**config.mk**
```make
export PLATFORM = sky130hd
export DESIGN_NAME = xif_offload_issuer_flat
export DESIGN_NICKNAME = d
export VERILOG_FILES = /design/src/rtl/fpu_ss_pkg.sv /design/src/rtl/xif_offload_issuer_if.sv /design/src/rtl/xif_offload_sb.sv /design/src/rtl/xif_offload_issuer.sv /design/src/flat_wrapper.sv
export SDC_FILE = /design/constraint.sdc
export NUM_CORES = 1
export LEC_CHECK = 0
export ABC_AREA = 1
export CORE_AREA = 10 10 178 180
export CTS_CLUSTER_SIZE = 28
export DETAILED_ROUTE_END_ITERATION = 7
export DIE_AREA = 0 0 188 190
export DONT_BUFFER_PORTS = 1
export PLACE_DENSITY_LB_ADDON = 0.25
export SYNTH_ARGS = -nofsm -noshare
export SYNTH_HDL_FRONTEND = slang
export SYNTH_HIERARCHICAL = 1
export SYNTH_SLANG_ARGS = --single-unit
```
**constraint.sdc**
```tcl
create_clock -name clk_i -period 4.29 [get_ports clk_i]
set_input_delay 0.6435 -clock clk_i [delete_from_list [all_inputs] [get_ports clk_i]]
set_output_delay 0.6435 -clock clk_i [all_outputs]
set_load 0.01 [all_outputs]
```
**src/rtl/fpu_ss_pkg.sv**
```systemverilog
// Shared types for the FPU-subsystem offload interface.
// Holds the issue payload, the scoreboard entry and the issuer FSM states.
package fpu_ss_pkg;

    localparam int XifIdW = 4;

    typedef struct packed {
        logic [2:0][31:0]  rs;
        logic [31:0]       instr_data;
        logic [XifIdW-1:0] id;
        logic [1:0]        mode;
    } offloaded_data_t;

    typedef struct packed {
        logic              valid;
        logic [XifIdW-1:0] id;
        logic [4:0]        rd;
    } xif_sb_entry_t;

    typedef enum logic [0:0] {
        XIF_IDLE  = 1'b0,
        XIF_ISSUE = 1'b1
    } xif_state_e;

endpackage

```
**src/rtl/xif_offload_issuer_if.sv**
```systemverilog
// Issue and result channels between the core-side issuer and the coprocessor.
// master = issuer (core side), slave = coprocessor.
interface xif_offload_issuer_if;
    import fpu_ss_pkg::*;

    logic              issue_valid;
    logic              issue_ready;
    offloaded_data_t   issue_data;
    logic              issue_accept;
    logic              issue_writeback;

    logic              result_valid;
    logic              result_ready;
    logic [XifIdW-1:0] result_id;
    logic [4:0]        result_rd;
    logic              result_we;
    logic [31:0]       result_data;

    modport master (
        output issue_valid, issue_data, result_ready,
        input  issue_ready, issue_accept, issue_writeback,
        input  result_valid, result_id, result_rd,
        input  result_we, result_data
    );

    modport slave (
        input  issue_valid, issue_data, result_ready,
        output issue_ready, issue_accept, issue_writeback,
        output result_valid, result_id, result_rd,
        output result_we, result_data
    );

endinterface

```
**src/rtl/xif_offload_sb.sv**
```systemverilog
// Scoreboard of outstanding writeback instructions: alloc, free-by-id,
// register hazard, id clash and full detection from the registered table.
module xif_offload_sb
    import fpu_ss_pkg::*;
#(
    parameter int NUM_OUT = 4
) (
    input  logic              clk_i,
    input  logic              rst_ni,
    input  logic              alloc_i,
    input  logic [XifIdW-1:0] alloc_id_i,
    input  logic [4:0]        alloc_rd_i,
    input  logic              free_i,
    input  logic [XifIdW-1:0] free_id_i,
    output logic              free_hit_o,
    input  logic [4:0]        rs1_i,
    input  logic [4:0]        rs2_i,
    input  logic [4:0]        rs3_i,
    input  logic [4:0]        rd_i,
    output logic              hazard_o,
    input  logic [XifIdW-1:0] query_id_i,
    output logic              clash_o,
    output logic              full_o,
    output logic              any_valid_o
);

    xif_sb_entry_t      ent_q [NUM_OUT];
    logic [NUM_OUT-1:0] alloc_sel;
    logic [NUM_OUT-1:0] free_sel;

    always_comb begin
        hazard_o    = 1'b0;
        clash_o     = 1'b0;
        full_o      = 1'b1;
        any_valid_o = 1'b0;
        free_hit_o  = 1'b0;
        alloc_sel   = '0;
        free_sel    = '0;
        for (int i = 0; i < NUM_OUT; i++) begin
            if (ent_q[i].valid) begin
                any_valid_o = 1'b1;
                // x0 is never a hazard source
                if (rs1_i != 5'd0 && rs1_i == ent_q[i].rd) hazard_o = 1'b1;
                if (rs2_i != 5'd0 && rs2_i == ent_q[i].rd) hazard_o = 1'b1;
                if (rs3_i != 5'd0 && rs3_i == ent_q[i].rd) hazard_o = 1'b1;
                if (rd_i  != 5'd0 && rd_i  == ent_q[i].rd) hazard_o = 1'b1;
                if (ent_q[i].id == query_id_i) clash_o = 1'b1;
                if (!free_hit_o && ent_q[i].id == free_id_i) begin
                    free_sel[i] = 1'b1;
                    free_hit_o  = 1'b1;
                end
            end else begin
                full_o = 1'b0;
                if (alloc_sel == '0) alloc_sel[i] = 1'b1;
            end
        end
    end

    always_ff @(posedge clk_i or negedge rst_ni) begin
        if (!rst_ni) begin
            for (int i = 0; i < NUM_OUT; i++) ent_q[i] <= '0;
        end else begin
            for (int i = 0; i < NUM_OUT; i++) begin
                if (free_i && free_sel[i]) ent_q[i].valid <= 1'b0;
                if (alloc_i && alloc_sel[i]) begin
                    ent_q[i] <= '{valid: 1'b1, id: alloc_id_i, rd: alloc_rd_i};
                end
            end
        end
    end

endmodule

```
**src/rtl/xif_offload_issuer.sv**
```systemverilog
// Core-side offload issuer: issue FSM, writeback scoreboard and result routing.
// XIF_OFFLOAD_RSP_REG_EN registers the result channel before the rf write port.
module xif_offload_issuer
    import fpu_ss_pkg::*;
#(
    parameter int NUM_OUT = 4
) (
    input  logic                  clk_i,
    input  logic                  rst_ni,
    input  logic                  instr_valid_i,
    output logic                  instr_ready_o,
    input  logic [31:0]           instr_data_i,
    input  logic [2:0][31:0]      instr_rs_i,
    input  logic [1:0]            instr_mode_i,
    output logic                  instr_accept_o,
    output logic                  instr_reject_o,
    xif_offload_issuer_if.master  xif,
    output logic                  rf_we_o,
    output logic [4:0]            rf_waddr_o,
    output logic [31:0]           rf_wdata_o,
    output logic                  busy_o,
    output logic                  err_o
);

    xif_state_e        state_q, state_d;
    offloaded_data_t   issue_q;
    logic [XifIdW-1:0] next_id_q;
    logic              err_q;
    logic              capture, alloc, id_inc;
    logic              full, hazard, clash, any_valid, free_hit;

    logic              rsp_valid, rsp_we;
    logic [XifIdW-1:0] rsp_id;
    logic [4:0]        rsp_rd;
    logic [31:0]       rsp_data;

    xif_offload_sb #(.NUM_OUT(NUM_OUT)) u_sb (
        .clk_i       (clk_i),
        .rst_ni      (rst_ni),
        .alloc_i     (alloc),
        .alloc_id_i  (issue_q.id),
        .alloc_rd_i  (issue_q.instr_data[11:7]),
        .free_i      (rsp_valid),
        .free_id_i   (rsp_id),
        .free_hit_o  (free_hit),
        .rs1_i       (instr_data_i[19:15]),
        .rs2_i       (instr_data_i[24:20]),
        .rs3_i       (instr_data_i[31:27]),
        .rd_i        (instr_data_i[11:7]),
        .hazard_o    (hazard),
        .query_id_i  (next_id_q),
        .clash_o     (clash),
        .full_o      (full),
        .any_valid_o (any_valid)
    );

    always_comb begin
        state_d         = state_q;
        instr_ready_o   = 1'b0;
        xif.issue_valid = 1'b0;
        instr_accept_o  = 1'b0;
        instr_reject_o  = 1'b0;
        capture         = 1'b0;
        alloc           = 1'b0;
        id_inc          = 1'b0;
        unique case (state_q)
            XIF_IDLE: begin
                instr_ready_o = !full && !hazard && !clash;
                if (instr_valid_i && instr_ready_o) begin
                    capture = 1'b1;
                    state_d = XIF_ISSUE;
                end
            end
            XIF_ISSUE: begin
                xif.issue_valid = 1'b1;
                if (xif.issue_ready) begin
                    state_d = XIF_IDLE;
                    if (xif.issue_accept) begin
                        instr_accept_o = 1'b1;
                        id_inc         = 1'b1;
                        alloc          = xif.issue_writeback;
                    end else begin
                        instr_reject_o = 1'b1;
                    end
                end
            end
            default: state_d = XIF_IDLE;
        endcase
    end

    always_ff @(posedge clk_i or negedge rst_ni) begin
        if (!rst_ni) begin
            state_q   <= XIF_IDLE;
            issue_q   <= '0;
            next_id_q <= '0;
            err_q     <= 1'b0;
        end else begin
            state_q <= state_d;
            if (capture) begin
                issue_q <= '{rs: instr_rs_i, instr_data: instr_data_i,
                             id: next_id_q, mode: instr_mode_i};
            end
            if (id_inc) next_id_q <= next_id_q + 1'b1;
            // unmatched result id is sticky; the rf write still happens
            if (rsp_valid && !free_hit) err_q <= 1'b1;
        end
    end

`ifdef XIF_OFFLOAD_RSP_REG_EN
    always_ff @(posedge clk_i or negedge rst_ni) begin
        if (!rst_ni) begin
            rsp_valid <= 1'b0;
            rsp_we    <= 1'b0;
            rsp_id    <= '0;
            rsp_rd    <= '0;
            rsp_data  <= '0;
        end else begin
            rsp_valid <= xif.result_valid;
            rsp_we    <= xif.result_we;
            rsp_id    <= xif.result_id;
            rsp_rd    <= xif.result_rd;
            rsp_data  <= xif.result_data;
        end
    end
`else
    assign rsp_valid = xif.result_valid;
    assign rsp_we    = xif.result_we;
    assign rsp_id    = xif.result_id;
    assign rsp_rd    = xif.result_rd;
    assign rsp_data  = xif.result_data;
`endif

    assign xif.result_ready = 1'b1;
    assign xif.issue_data   = issue_q;
    assign rf_we_o          = rsp_valid && rsp_we && (rsp_rd != 5'd0);
    assign rf_waddr_o       = rsp_rd;
    assign rf_wdata_o       = rsp_data;
    assign busy_o           = any_valid || (state_q != XIF_IDLE);
    assign err_o            = err_q;

endmodule

```
**src/flat_wrapper.sv**
```systemverilog
// flat-port wrapper written by rule: the top's interface ports become plain ports
module xif_offload_issuer_flat import fpu_ss_pkg::*;
#(
    parameter int NUM_OUT = 4
)
  (clk_i, rst_ni, instr_valid_i, instr_ready_o, instr_data_i, instr_rs_i, instr_mode_i, instr_accept_o, instr_reject_o, rf_we_o, rf_waddr_o, rf_wdata_o, busy_o, err_o, xif_issue_valid, xif_issue_data, xif_result_ready, xif_issue_ready, xif_issue_accept, xif_issue_writeback, xif_result_valid, xif_result_id, xif_result_rd, xif_result_we, xif_result_data);
  xif_offload_issuer_if xif_i ();
  input  logic clk_i;
  input  logic rst_ni;
  input  logic instr_valid_i;
  output logic instr_ready_o;
  input  logic [31:0] instr_data_i;
  input  logic [2:0][31:0] instr_rs_i;
  input  logic [1:0] instr_mode_i;
  output logic instr_accept_o;
  output logic instr_reject_o;
  output logic rf_we_o;
  output logic [4:0] rf_waddr_o;
  output logic [31:0] rf_wdata_o;
  output logic busy_o;
  output logic err_o;
  output wire logic [$bits(xif_i.issue_valid)-1:0] xif_issue_valid;
  output wire logic [$bits(xif_i.issue_data)-1:0] xif_issue_data;
  output wire logic [$bits(xif_i.result_ready)-1:0] xif_result_ready;
  input wire logic [$bits(xif_i.issue_ready)-1:0] xif_issue_ready;
  input wire logic [$bits(xif_i.issue_accept)-1:0] xif_issue_accept;
  input wire logic [$bits(xif_i.issue_writeback)-1:0] xif_issue_writeback;
  input wire logic [$bits(xif_i.result_valid)-1:0] xif_result_valid;
  input wire logic [$bits(xif_i.result_id)-1:0] xif_result_id;
  input wire logic [$bits(xif_i.result_rd)-1:0] xif_result_rd;
  input wire logic [$bits(xif_i.result_we)-1:0] xif_result_we;
  input wire logic [$bits(xif_i.result_data)-1:0] xif_result_data;
  assign xif_issue_valid = xif_i.issue_valid;
  assign xif_issue_data = xif_i.issue_data;
  assign xif_result_ready = xif_i.result_ready;
  assign xif_i.issue_ready = xif_issue_ready;
  assign xif_i.issue_accept = xif_issue_accept;
  assign xif_i.issue_writeback = xif_issue_writeback;
  assign xif_i.result_valid = xif_result_valid;
  assign xif_i.result_id = xif_result_id;
  assign xif_i.result_rd = xif_result_rd;
  assign xif_i.result_we = xif_result_we;
  assign xif_i.result_data = xif_result_data;
  xif_offload_issuer #(.NUM_OUT(NUM_OUT)) u_core (.clk_i(clk_i), .rst_ni(rst_ni), .instr_valid_i(instr_valid_i), .instr_ready_o(instr_ready_o), .instr_data_i(instr_data_i), .instr_rs_i(instr_rs_i), .instr_mode_i(instr_mode_i), .instr_accept_o(instr_accept_o), .instr_reject_o(instr_reject_o), .xif(xif_i), .rf_we_o(rf_we_o), .rf_waddr_o(rf_waddr_o), .rf_wdata_o(rf_wdata_o), .busy_o(busy_o), .err_o(err_o));
endmodule
```
==> impl_metrics.csv <==
group,metric,value,unit
outcome,status,"complete, but fails checks",
outcome,violations,"negative hold slack",
sta,clock_skew,0.0155,ns
die,rows,62,
clock_network,cts.sinks,180,
placed_design,gp_congestion,0.884,
global_route,grt_use_total,14.3,%
final_layout,seq_area,4500,um2
logic_synthesis,ys_warn_count,6,
global_route,use_met1,15.7,%
clock_network,clk_pin_slew_worst_paths,0.07,ns
setup_path,slowest_stage,"dfrtp_1",
run,cap_violations,0,
setup_path,r2r-end,"u_core/state_q",
logic_synthesis,ys_ff_latch,180,
setup_path,cp.required,3.65,ns
logic_synthesis,syn_nets,1367,
setup_path,r2r_setup_slack,1.40,ns
logic_synthesis,synthAdderAreaFrac,0.130,%
route,first_iter_violations,391,
global_route,antenna_found_initial,0,
sta,final.period_utilization,71.1,%
setup_path,arrival,2.41,ns
sta,final.min_clock_period,3.05,ns
sta,max_freq,0.328,GHz
worst_hold_path,hold_class,"input pin to asynchronous set/reset pin",
logic_synthesis,synth_mux_area_share,0,%
clock_network,clk_path_buf_depth,2,
final_layout,area_growth,4.67,%
global_route,grt_pass1_wl,40400,um
setup_path,worstPathMaxFanout,6,
clock_network,cts_buffers,17,
logic_synthesis,synth_compound_area_share,13.7,%
placed_design,dp_hpwl,19500,um
placed_design,placed_area,9450,um2
global_route,grt_max_degree,181,
setup_path,cpLargestDelayFamily,"simple AND/OR/NAND/NOR gates",
power,p_leak,5.13,nW
logic_synthesis,synth-simple-area-share,19.8,%
global_route,met2_usage,24.7,%
sta,holdWs,-0.0845,ns
final_layout,final_cell_mix,"nand2_1, dfrtp_1, inv_1, o21ai_0, o21ai_2",
route,wl,26100,um
die,io_pins,358,
sta,rsz0062_at_grt,"false",
logic_synthesis,synth_top_family_by_area,"simple AND/OR/NAND/NOR gates",
final_layout,final_common_cell,"nand2_1",
route,final_antenna_net_count,0,
setup_path,crit_path_cell_trace,"inv_1, nand2_1, nand2_1, nand3_1, nor2_1, nor2_1, nand2_1, nand2_1, nand2_1, inv_1, nand2_1, nor4_1, buf_4",
final_layout,nFillCells,2993,
placed_design,numPortBuffers,0,
setup_path,rr_worst_depth,11,
setup_path,worst_path_most_repeated_cell,"nand2_1",
setup_path,critical_path_depth,13,
setup_path,criticalPathCategory,"flop to output port",
final_layout,fin_area,10100,um2
sta,finalSetupTns,0,ns
final_layout,nNetsFinal,1298,
logic_synthesis,synth.distinct_cells,34,
clock_network,cts_tree,"yes",
route,firstDrtPassIters,4,
final_layout,layout-drive-gt1-share,13.9,%
logic_synthesis,syn_area_per_cell,8.13,um2
sta,worstMarginPinSlew,0.993,ns
setup_path,end_kind,"output port",
global_route,use_met3,6.04,%
die,die_w,188,um
sta,finalHoldViolCount,180,
clock_network,ctsHtreeMaxLevel,4,
sta,drv_slew,0,
die,initial_core_util,34.2,%
logic_synthesis,seq_area_frac_synth,46.7,%
logic_synthesis,synthXorXnorAreaFrac,4.54,%
logic_synthesis,syn_inst,1187,
power,p_per_area,783,nW/um2
route,num_vias,6845,
power,ir_worst_vdd,0.401,mV
route,wl_per_cell,17.2,um
route,drt-vias-per-instance,4.52,
final_layout,multi_input_comb_area,3680,um2
clock_network,clk_latency,0.43,ns
setup_path,startpoint_type,"flop",
clock_network,cts_root_buf,"clkbuf_16",
global_route,overflow,0,
global_route,grt_pass1_vias,6770,
sta,slew_headroom,33.8,%
logic_synthesis,syn_area,9650,um2
sta,setup_viol,0,
die,die_y,190,um
setup_path,cpPeakStageDelay,0.49,ns
setup_path,reg2reg_from,"u_core/next_id_q[2]",
setup_path,path_buf_inv,3,
die,coreArea,28200,um2
global_route,top_usage_layer,"met2",
final_layout,num_antenna_cells,0,
die,dieArea,35700,um2
route,drc,0,
==> report_power, final <==
part	leakage [nW]	switching [mW]	internal, mW
Sequential	2.27	1.15	2.49
Clock	0.309	0.742	0.999
Combinational	2.56	1.55	0.975
Total	5.13	3.44	4.46
==> layout make-up <==
type / count / share of cell area (%)
repair buffers: 3 / 0.347
well taps: 384 / 4.76
flip-flops and latches: 180 / 44.6
inverters: 199 / 7.40
multi-input cells: 717 / 36.5
clock inverters: 14 / 2.16
clock buffers: 18 / 4.25
==> cell usage after synthesis, drive strengths merged <==
cell type	n	area, um2
ha	1	12.5
nor4	4	25.0
a21oi	4	20.0
inv	199	747
xor2	10	87.6
or2	3	18.8
a22oi	1	7.51
nand2	368	1390
nor3	2	20.0
o21ai	182	1230
nand4	9	90.1
nor2	57	224
dfrtp	180	4500
a211oi	3	22.5
o21bai	3	22.5
nand3	25	143
o22ai	4	25.0
clkbuf	10	40.0
xnor2	40	350
buf	81	672
conb	1	3.75
==> worst max-delay path by stage <==
stage	start	to	slack, ns
final	u_core/u_sb/ent_q[3]	instr_ready_o	1.24
after global routing	u_core/u_sb/ent_q[30]	u_core/state_q	0.95
after CTS	u_core/u_sb/ent_q[3]	instr_ready_o	1.20
after detailed placement	instr_data_i[15]	u_core/state_q	1.30
after global placement	instr_data_i[7]	u_core/state_q	1.31
after floorplan	instr_data_i[30]	instr_ready_o	1.77
==> stage by stage <==
step / power, mW / util [%] / setup slack [ns] / instances
after global routing: 8.58 / 35.8 / 0.950 / 1515
final: 7.90 / 35.8 / 1.24 / 1515
after detailed placement: 6.26 / 33.5 / 1.30 / 1483
after CTS: 8.04 / 35.8 / 1.20 / 1515
after global placement: 6.20 / 33.5 / 1.31 / 1483
after floorplan: 5.83 / - / 1.77 / 1187
==> layer usage <==
metal	wire [um]	share of wire (%)	vias up
li1	-	-	3432
met1	10100	39	3184
met2	13300	51	208
met3	2340	8.9	21
met4	360	1.4	0
met5	0	0	-
==> repair_timing <==
| action | 4_1_cts | 5_1_grt |
|---|---|---|
| hold endpoints to repair | 180 | 180 |
| gates resized for setup | 0 | 0 |
| setup buffers | 0 | 0 |
==> state kept, by name (all words and copies together) (netlist names) <==
register,count
u_core/xif.issue_data,134
u_core/u_sb/ent_q,40
u_core/next_id_q,4
u_core/err_o,1
u_core/state_q,1
==> cell families (layout without fill, tap and decap cells) <==
family,after synthesis,in the layout
and+or+nand+nor,468,468
buffers and inverters,290,234
AOI/OAI and AO/OA,197,197
DFF,180,180
xor gates and xnor gates,50,50
adders and majority gates,1,1
other,1,1
==> worst register-to-register path: stages (launching register included) <==
cell      delay, ns
dfrtp_1        0.48
inv_1          0.16
nand2_1        0.08
o21ai_0        0.07
o21bai_1       0.16
nor4_1         0.19
nor2_1         0.11
nand2_1        0.14
nor2_2         0.06
nand3_4        0.24
buf_4          0.77
o21ai_0        0.27
Power figures use the tool's default switching activity.
